`config.mk`:
```
export PLATFORM = sky130hd
export DESIGN_NAME = hazard_fwd_ctrl
export DESIGN_NICKNAME = d
export VERILOG_FILES = /design/src/rtl/rv32_fwd_pkg.sv /design/src/rtl/hazard_match.sv /design/src/rtl/hazard_fwd_ctrl.sv
export SDC_FILE = /design/constraint.sdc
export NUM_CORES = 1
export LEC_CHECK = 0
export BUFFER_PORTS_ARGS = -buffer_cell sky130_fd_sc_hd__buf_2
export CAP_MARGIN = 10
export CORE_MARGIN = 8
export CORE_UTILIZATION = 40
export DETAILED_ROUTE_END_ITERATION = 12
export GPL_ROUTABILITY_DRIVEN = 1
export GPL_TIMING_DRIVEN = 0
export HOLD_SLACK_MARGIN = 0.05
export PLACE_DENSITY = 0.71
export REMOVE_ABC_BUFFERS = 1
export SETUP_SLACK_MARGIN = 0.1
export SYNTH_ARGS = -nofsm -noshare
export SYNTH_HDL_FRONTEND = slang
export SYNTH_SLANG_ARGS = --single-unit
```
`constraint.sdc`:
```
create_clock -name clk -period 1.8 [get_ports clk]
set_input_delay 0.27 -clock clk [delete_from_list [all_inputs] [get_ports clk]]
set_output_delay 0.27 -clock clk [all_outputs]
set_load 0.02 [all_outputs]
```
`src/rtl/rv32_fwd_pkg.sv`:
```
// Shared encodings and shadow-stage bundle for the RV32I hazard/forwarding unit.
// Forwarding mode is selected by HAZARD_FWD_CTRL_FORWARDING_EN.
package rv32_fwd_pkg;

  typedef logic [4:0] reg_idx_t;

  localparam logic [1:0] FWD_REG   = 2'b00;
  localparam logic [1:0] FWD_EXMEM = 2'b10;
  localparam logic [1:0] FWD_MEMWB = 2'b01;

  localparam logic [2:0] OPB_RS2   = 3'b000;
  localparam logic [2:0] OPB_IMM   = 3'b001;
  localparam logic [2:0] OPB_PC    = 3'b010;
  localparam logic [2:0] OPB_EXMEM = 3'b110;
  localparam logic [2:0] OPB_MEMWB = 3'b101;

  localparam logic [1:0] ALUSRC_RS2 = 2'b00;
  localparam logic [1:0] ALUSRC_IMM = 2'b01;
  localparam logic [1:0] ALUSRC_PC  = 2'b10;

  typedef struct packed {
    logic     valid;
    reg_idx_t rd;
    logic     reg_write;
    logic     mem_read;
  } shadow_t;

  // The younger producer (EX) always wins.
  function automatic logic [1:0] fwd_pick(
    input logic ex_hit,
    input logic mem_hit
  );
    if (ex_hit)       return FWD_EXMEM;
    else if (mem_hit) return FWD_MEMWB;
    else              return FWD_REG;
  endfunction

  function automatic logic [2:0] opb_of_fwd(
    input logic [1:0] f
  );
    unique case (1'b1)
      (f == FWD_EXMEM): return OPB_EXMEM;
      (f == FWD_MEMWB): return OPB_MEMWB;
      default:          return OPB_RS2;
    endcase
  endfunction

endpackage

```
`src/rtl/hazard_match.sv`:
```
// Compares one shadow stage against one ID source register.
// Pure combinational; hit requires a live, writing, nonzero producer.
module hazard_match
  import rv32_fwd_pkg::*;
(
  input  shadow_t  stage_i,
  input  reg_idx_t rs_i,
  input  logic     used_i,
  output logic     hit_o,
  output logic     load_hit_o
);

  assign hit_o = used_i
               & stage_i.valid
               & stage_i.reg_write
               & (stage_i.rd != 5'd0)
               & (stage_i.rd == rs_i);

  assign load_hit_o = hit_o & stage_i.mem_read;

endmodule

```
`src/rtl/hazard_fwd_ctrl.sv`:
```
// Hazard detection and operand-forwarding control at the ID/EX boundary.
// Define HAZARD_FWD_CTRL_FORWARDING_EN for full forwarding; else interlock-only.
module hazard_fwd_ctrl
  import rv32_fwd_pkg::*;
(
  input  logic       clk,
  input  logic       rst_n,
  input  logic       id_valid,
  input  logic [4:0] id_rs1,
  input  logic [4:0] id_rs2,
  input  logic       id_uses_rs1,
  input  logic       id_uses_rs2,
  input  logic [4:0] id_rd,
  input  logic       id_reg_write,
  input  logic       id_mem_read,
  input  logic [1:0] id_alu_src,
  input  logic       flush,
  output logic       stall,
  output logic [1:0] ex_sel_ForwardA,
  output logic [2:0] ex_sel_ForwardB,
  output logic [1:0] ex_sel_ForwardS,
  output logic       ex_bubble
);

  shadow_t    ex_q, ex_d, mem_q;
  logic [1:0] sel_a_q, sel_a_d;
  logic [2:0] sel_b_q, sel_b_d;
  logic [1:0] sel_s_q, sel_s_d;
  logic       bubble_q, bubble_d;

  logic ex_hit1, ex_ld1, ex_hit2, ex_ld2;
  logic mem_hit1, mem_ld1, mem_hit2, mem_ld2;
  logic use1, use2;
  logic stall_raw, kill;
  logic [1:0] fwd_a, fwd_s;
  logic unused_ld;

  assign use1 = id_valid & id_uses_rs1;
  assign use2 = id_valid & id_uses_rs2;

  hazard_match u_ex_rs1 (
    .stage_i    (ex_q),
    .rs_i       (id_rs1),
    .used_i     (use1),
    .hit_o      (ex_hit1),
    .load_hit_o (ex_ld1)
  );

  hazard_match u_ex_rs2 (
    .stage_i    (ex_q),
    .rs_i       (id_rs2),
    .used_i     (use2),
    .hit_o      (ex_hit2),
    .load_hit_o (ex_ld2)
  );

  hazard_match u_mem_rs1 (
    .stage_i    (mem_q),
    .rs_i       (id_rs1),
    .used_i     (use1),
    .hit_o      (mem_hit1),
    .load_hit_o (mem_ld1)
  );

  hazard_match u_mem_rs2 (
    .stage_i    (mem_q),
    .rs_i       (id_rs2),
    .used_i     (use2),
    .hit_o      (mem_hit2),
    .load_hit_o (mem_ld2)
  );

  assign unused_ld = ^{mem_ld1, mem_ld2, ex_ld1, ex_ld2};

  always_comb begin
`ifdef HAZARD_FWD_CTRL_FORWARDING_EN
    stall_raw = ex_ld1 | ex_ld2;
    fwd_a     = fwd_pick(ex_hit1, mem_hit1);
    fwd_s     = fwd_pick(ex_hit2, mem_hit2);
`else
    stall_raw = ex_hit1 | ex_hit2 | mem_hit1 | mem_hit2;
    fwd_a     = FWD_REG;
    fwd_s     = FWD_REG;
`endif
  end

  // Flush wins: the ID instruction is discarded, so nothing to hold.
  assign stall = stall_raw & ~flush;
  assign kill  = stall_raw | flush | ~id_valid;

  always_comb begin
    ex_d     = '0;
    sel_a_d  = FWD_REG;
    sel_b_d  = OPB_RS2;
    sel_s_d  = FWD_REG;
    bubble_d = 1'b1;
    if (!kill) begin
      ex_d.valid     = 1'b1;
      ex_d.rd        = id_rd;
      ex_d.reg_write = id_reg_write;
      ex_d.mem_read  = id_mem_read;
      sel_a_d        = fwd_a;
      sel_s_d        = fwd_s;
      bubble_d       = 1'b0;
      unique case (1'b1)
        (id_alu_src == ALUSRC_IMM): sel_b_d = OPB_IMM;
        (id_alu_src == ALUSRC_PC):  sel_b_d = OPB_PC;
        (id_alu_src == ALUSRC_RS2): sel_b_d = opb_of_fwd(fwd_s);
        default:                    sel_b_d = OPB_RS2;
      endcase
    end
  end

  always_ff @(posedge clk or negedge rst_n) begin
    if (!rst_n) begin
      ex_q     <= '0;
      mem_q    <= '0;
      sel_a_q  <= FWD_REG;
      sel_b_q  <= OPB_RS2;
      sel_s_q  <= FWD_REG;
      bubble_q <= 1'b1;
    end else begin
      mem_q    <= ex_q;
      ex_q     <= ex_d;
      sel_a_q  <= sel_a_d;
      sel_b_q  <= sel_b_d;
      sel_s_q  <= sel_s_d;
      bubble_q <= bubble_d;
    end
  end

  assign ex_sel_ForwardA = sel_a_q;
  assign ex_sel_ForwardB = sel_b_q;
  assign ex_sel_ForwardS = sel_s_q;
  assign ex_bubble       = bubble_q;

endmodule

```
==> results of run 1 <==
==> critical path: stages (launching register included) <==
cell	delay, ps
dfrtp_1	410
or4_1	560
o211ai_2	200
o22a_2	180
nor2_1	40
buf_4	150
==> power by group through the flow <==
stage	clock network (W)	registers (W)	logic, W
3_5_place_dp	0	0.000420	0.000106
3_3_place_gp	0	0.000419	0.000103
6_report	0.000187	0.000411	0.000127
4_1_cts	0.000196	0.000411	0.000122
5_1_grt	0.000217	0.000413	0.000140
2_1_floorplan	0	0.000419	0.0000540
==> what timing repair did <==
action | in CTS | in global routing
resized for setup | 6 | 6
pin swaps | 5 | 7
setup endpoints to repair | 7 | 11
hold buffers | 1 | 0
endpoints found under the hold margin | 16 | 0
setup buffers | 6 | 2
==> cell families (layout without fill, tap and decap cells) <==
family	count (synthesis)	count (layout)	share of synthesized area, %
and+or+nand+nor	22	22	16.1
other	1	5	0.442
AOI/OAI and AO/OA	6	6	7.67
buffers and inverters	6	41	4.87
DFF	17	17	50.3
xor gates and xnor gates	20	20	20.6
==> per-stage QoR <==
step           util (%)  setup WS, ps  hold WS, ps
2_1_floorplan         -          31.3        -25.6
5_1_grt            58.0          -378          137
3_5_place_dp       50.2          -158          195
6_report           58.0          -294          163
4_1_cts            55.9          -319          150
3_3_place_gp       50.2         -88.7          191
==> worst max path at each step <==
stage,slack [ps],to,depth (start not counted),from
after floorplan,30,stall,5,mem_q[2]$_DFF_PN0_
after global placement,-90,stall,6,ex_q[4]$_DFF_PN0_
after detailed placement,-160,stall,6,ex_q[5]$_DFF_PN0_
after CTS,-320,stall,6,mem_q[5]$_DFF_PN0_
after global routing,-380,stall,6,mem_q[6]$_DFF_PN0_
final,-290,stall,5,mem_q[3]$_DFF_PN0_
==> registers in the layout (all words and copies together), names as in the netlist <==
register and cells:
ex_bubble 1, ex_q 7, ex_sel_ForwardB 2, mem_q 7
==> cell usage in the layout, fill, tap and decap left out <==
cell and count:
buf_6 1, clkbuf_4 3, nor3b_2 2, buf_2 26
buf_4 8, inv_1 1, and3_1 3, xor2_1 20
a22oi_2 2, o221ai_2 1, dfrtp_2 1, dfstp_2 1
nor4_2 4, o22a_2 1, nand2_1 2, and3_4 3
dlygate4sd3_1 1, or4_1 2, o211ai_2 2, clkbuf_1 1
conb_1 5, dfrtp_1 15, nor2_1 5, and2b_1 1
==> routing by layer <==
layer | up-vias | GRT usage [%] | part of all wire [%]
li1 | 318 | - | -
met1 | 304 | 12.1 | 39
met2 | 21 | 17.7 | 54
met3 | 2 | 2.06 | 6.4
met4 | 0 | 5.84 | 0.72
met5 | - | 0 | 0
==> layout make-up <==
class	instances	area share, %
Tap cell	27	2.94
Clock buffer	4	2.29
Timing Repair Buffer	36	18.4
Sequential cell	17	37.3
Multi-Input combinational cell	53	38.8
Inverter	1	0.327
==> flow_metrics.env, run 1 <==
export IMPL_drt_wl_total_um=1960
export IMPL_multi_input_area_um2=445
export IMPL_die_x_um=62.1
export IMPL_synth_edf_count=0
export IMPL_setup_tns_ps=-353
export IMPL_failed_checks="setup timing"
export IMPL_seqCellArea_um2=428
export IMPL_tritoncts="yes"
export IMPL_synth_area_leaders="dfrtp_1, xor2_1, and3_1"
export IMPL_drive_gt1_share_pct=49.5
export IMPL_worstReg2RegEnd="ex_q[5]$_DFF_PN0_"
export IMPL_min_delay_start="id_alu_src[0]"
export IMPL_start_util_pct=42.8
export IMPL_min_to="ex_sel_ForwardB[1]$_DFF_PN0_"
export IMPL_ios=34
export IMPL_ys_flop_type="dfrtp_1"
export IMPL_internal_power_w=0.000541
export IMPL_r2r_start="ex_q[4]$_DFF_PN0_"
export IMPL_hold_depth=2
export IMPL_ys_ff_latch=17
export IMPL_final_area_mm2=0.00115
export IMPL_fillers=184
export IMPL_grt_pass1_vias=674
export IMPL_p_sw_w=0.000184
export IMPL_clockRootBuffer="clkbuf_4"
export IMPL_die_h_um=62.1
export IMPL_ant_nets=0
export IMPL_vias_per_cell=4.67
export IMPL_stdcell_count=138
export IMPL_placed_area_um2=995
export IMPL_final_setup_viol_count=7
export IMPL_finalCritPeriodShare_pct=116
export IMPL_leakagePower_nw=0.604
export IMPL_synth_top_cell_area_share_pct=47.2
export IMPL_synth_area_leader_cell="dfrtp_1"
export IMPL_syn_area_um2=848
export IMPL_grt_start_max_net_pins=18
export IMPL_dpl_hpwl_um=1530
export IMPL_ir_worst_vdd_mv=0.442
export IMPL_dp_cells=125
export IMPL_wl_per_cell_um=14.2
export IMPL_avgSynthCellArea_um2=11.8
export IMPL_syn_inst=72
export IMPL_final_nets=137
export IMPL_hold_class="primary input to register"
export IMPL_r2r_slack_ps=-10
export IMPL_numPortBuffers=27
export IMPL_slew_violations=0
export IMPL_async_reset_ff_share_pct=100
export IMPL_outcome="finished, violations left"
export IMPL_clock_sinks=17
export IMPL_vias=645
export IMPL_end_kind="output pin"
export IMPL_die_area_mm2=0.00385
export IMPL_total_power_w=0.000724
export IMPL_min_period_ps=2090
export IMPL_r2r_cells=7
export IMPL_globalRouteOverflowTotal=0
export IMPL_grt_pass1_wl_um=2920
export IMPL_clock_latency_ps=270
export IMPL_hold_viol_final=0
export IMPL_yosys_cell_count_top_type="xor2_1"
export IMPL_max_cap_violations=0
export IMPL_critPathArrivalTime_ps=1820
export IMPL_p_per_area_mw_per_mm2=631
export IMPL_fmax_mhz=478
export IMPL_cp_start_kind="register"
export IMPL_core_area_mm2=0.00198
export IMPL_n_antenna_cell=0
export IMPL_antenna_found_initial=0
export IMPL_pwr_share_comb_pct=17.5
export IMPL_path_clk_slew_ps=90
export IMPL_p_clk_share_pct=25.8
export IMPL_worstSetupPathType="register to output pin"
export IMPL_grtUsageTotal_pct=10.5
export IMPL_finalClockSkew_ps=1.74
export IMPL_rsz0062_at_grt="true"
export IMPL_rows=16
export IMPL_drc=0
export IMPL_worstPathMaxFanout=3
export IMPL_clockBufferDepth=2
export IMPL_area_delta_synth_final_pct=35.4
export IMPL_dr_pass1_iters=4
export IMPL_synth_cell_types=17
export IMPL_htree_levels=1
export IMPL_switching_share_pct=25.4
export IMPL_yosys_top_cells_count="xor2_1, dfrtp_1, and3_1, buf_4, nor2_1"
export IMPL_yosysWarnings=0
export IMPL_ys_seq_area_share_pct=50.3
export IMPL_cts_made_buffers=3
export IMPL_critPathRequiredTime_ps=1530
export IMPL_fin_ws_ps=-294
export IMPL_gp_congestion=0.852
export IMPL_drtIter0Drc=15
export IMPL_p_seq_share_pct=56.7
No activity file was read; power rests on OpenSTA's default activity.
==> run 2: changes to the inputs <==
--- a/config.mk
+++ b/config.mk
@@ -7,13 +7,15 @@
 export LEC_CHECK = 0
 export BUFFER_PORTS_ARGS = -buffer_cell sky130_fd_sc_hd__buf_2
 export CAP_MARGIN = 10
+export CELL_PAD_IN_SITES_DETAIL_PLACEMENT = 0
+export CELL_PAD_IN_SITES_GLOBAL_PLACEMENT = 2
 export CORE_MARGIN = 8
-export CORE_UTILIZATION = 40
+export CORE_UTILIZATION = 28
 export DETAILED_ROUTE_END_ITERATION = 12
 export GPL_ROUTABILITY_DRIVEN = 1
 export GPL_TIMING_DRIVEN = 0
 export HOLD_SLACK_MARGIN = 0.05
-export PLACE_DENSITY = 0.71
+export PLACE_DENSITY = 0.79
 export REMOVE_ABC_BUFFERS = 1
 export SETUP_SLACK_MARGIN = 0.1
 export SYNTH_ARGS = -nofsm -noshare
==> run 2 against run 1 <==
Net effect: the flow still finishes with violations (setup timing); first-iteration DRC count is 6.7% higher; via count is 4.2% lower; sequential power hardly changed; sequential cell count stayed put; global-route usage is 3.0 points lower; highest routed layer unchanged; die area is 31% higher; hold slack worse by 21 ps; largest power group unchanged; final cell count is 1.4% higher; clock skew is 6.0 ps higher.
==> flow_metrics.env, run 2 (synthesized netlist as in run 1, its figures left out) <==
export IMPL_final_setup_viol_count=7
export IMPL_drtIter0Drc=16
export IMPL_gp_congestion=0.799
export IMPL_n_antenna_cell=0
export IMPL_clockRootBuffer="clkbuf_4"
export IMPL_fin_ws_ps=-313
export IMPL_vias_per_cell=4.41
export IMPL_drc=0
export IMPL_grtUsageTotal_pct=7.49
export IMPL_failed_checks="setup timing"
export IMPL_ir_worst_vdd_mv=0.311
export IMPL_leakagePower_nw=0.584
export IMPL_finalClockSkew_ps=7.70
export IMPL_rsz0062_at_grt="true"
export IMPL_cp_start_kind="register"
export IMPL_p_per_area_mw_per_mm2=663
export IMPL_min_period_ps=2110
export IMPL_fmax_mhz=473
export IMPL_area_delta_synth_final_pct=28.8
export IMPL_htree_levels=1
export IMPL_start_util_pct=28.5
export IMPL_timing_hold_ws_ps=142
export IMPL_ios=34
export IMPL_grt_pass1_wl_um=3020
export IMPL_critPathRequiredTime_ps=1530
export IMPL_cts_made_buffers=3
export IMPL_hold_class="primary input to register"
export IMPL_worstPathMaxFanout=4
export IMPL_globalRouteOverflowTotal=0
export IMPL_antenna_found_initial=0
export IMPL_tritoncts="yes"
export IMPL_mostFrequentLayoutCells="buf_2, xor2_1, dfrtp_1"
export IMPL_end_kind="output pin"
export IMPL_clock_sinks=17
export IMPL_finalCritPeriodShare_pct=117
export IMPL_final_nets=133
export IMPL_max_cap_violations=0
export IMPL_fillers=315
export IMPL_numPortBuffers=27
export IMPL_drive_gt1_share_pct=43.0
export IMPL_slew_violations=0
export IMPL_grt_pass1_vias=736
export IMPL_die_area_mm2=0.00505
export IMPL_outcome="finished, violations left"
export IMPL_drt_wl_total_um=1890
export IMPL_setup_tns_ps=-618
export IMPL_wl_per_cell_um=13.5
export IMPL_multi_input_area_um2=415
export IMPL_rows=20
export IMPL_path_clk_slew_ps=90
export IMPL_clockBufferDepth=2
export IMPL_seqCellArea_um2=428
export IMPL_dpl_hpwl_um=1500
export IMPL_grt_start_max_net_pins=18
export IMPL_critPathArrivalTime_ps=1840
export IMPL_hold_viol_final=0
export IMPL_worstSetupPathType="register to output pin"
export IMPL_mostFrequentLayoutCell="buf_2"
export IMPL_dr_pass1_iters=2
export IMPL_ant_nets=0
export IMPL_die_h_um=71.0
export IMPL_die_x_um=71.0
export IMPL_clock_latency_ps=290
export IMPL_vias=618
export IMPL_core_area_mm2=0.00298
## run 2: final timing paths
check                                   from  slack (ps)                            to  cells after the start
min reg2reg                ex_q[7]$_DFF_PN0_         410            mem_q[7]$_DFF_PN0_                      0
max reg2reg                ex_q[3]$_DFF_PN0_         -60             ex_q[6]$_DFF_PN0_                      7
min                            id_alu_src[1]         140  ex_sel_ForwardB[0]$_DFF_PN0_                      2
max                        ex_q[3]$_DFF_PN0_        -310                         stall                      6
max in group asynchronous              rst_n        1070           ex_bubble$_DFF_PN1_                      2
min in group asynchronous              rst_n         420            mem_q[2]$_DFF_PN0_                      2
## run 2: routing by layer
metal  global-route usage, %  vias to the layer above  share of wire, %
li1                        -                      310                 -
met1                    8.41                      288                42
met2                    12.9                       18                53
met3                    1.55                        2               3.2
met4                    4.16                        0               1.2
met5                       0                        -                 0
## run 2: worst max-delay path: stages, from the launching register on
cell and delay (ps):
dfrtp_2 450, xor2_1 180, nor4_2 330, a22oi_2 130, o22a_2 240, nor2_2 80, buf_4 140
## run 2: layout make-up
type / count / area share [%]
inverters: 1 / 0.344
multi-input cells: 53 / 38.0
clock buffers: 4 / 2.41
repair buffers: 32 / 16.3
flip-flops and latches: 17 / 39.2
well taps: 33 / 3.78
## run 2: power by group
part	leakage [nW]	internal (W)	switching (W)
Combinational	0.346	0.0000507	0.0000644
Clock	0.0150	0.0000862	0.000113
Sequential	0.224	0.000397	0.0000132
## run 2: through the flow
stage	worst slack, ps	area [um2]	std cells	total power, W	util (%)
finish	-313	1090	140	0.000725	36.7
global route	-432	1090	140	0.000764	36.7
CTS	-327	1060	138	0.000728	35.5
detailed placement	-97.1	1000	131	0.000525	33.7
global placement	-91.8	1000	131	0.000525	33.7
floorplan	31.3	826	71	0.000473	-
## run 2: what timing repair did
| action | CTS | global route |
|---|---|---|
| hold endpoints to repair | 16 | 0 |
| resized for setup | 1 | 5 |
| buffers inserted | 2 | 2 |
| hold buffers | 1 | 0 |
| pin swaps | 5 | 4 |
| setup endpoints to repair | 1 | 11 |
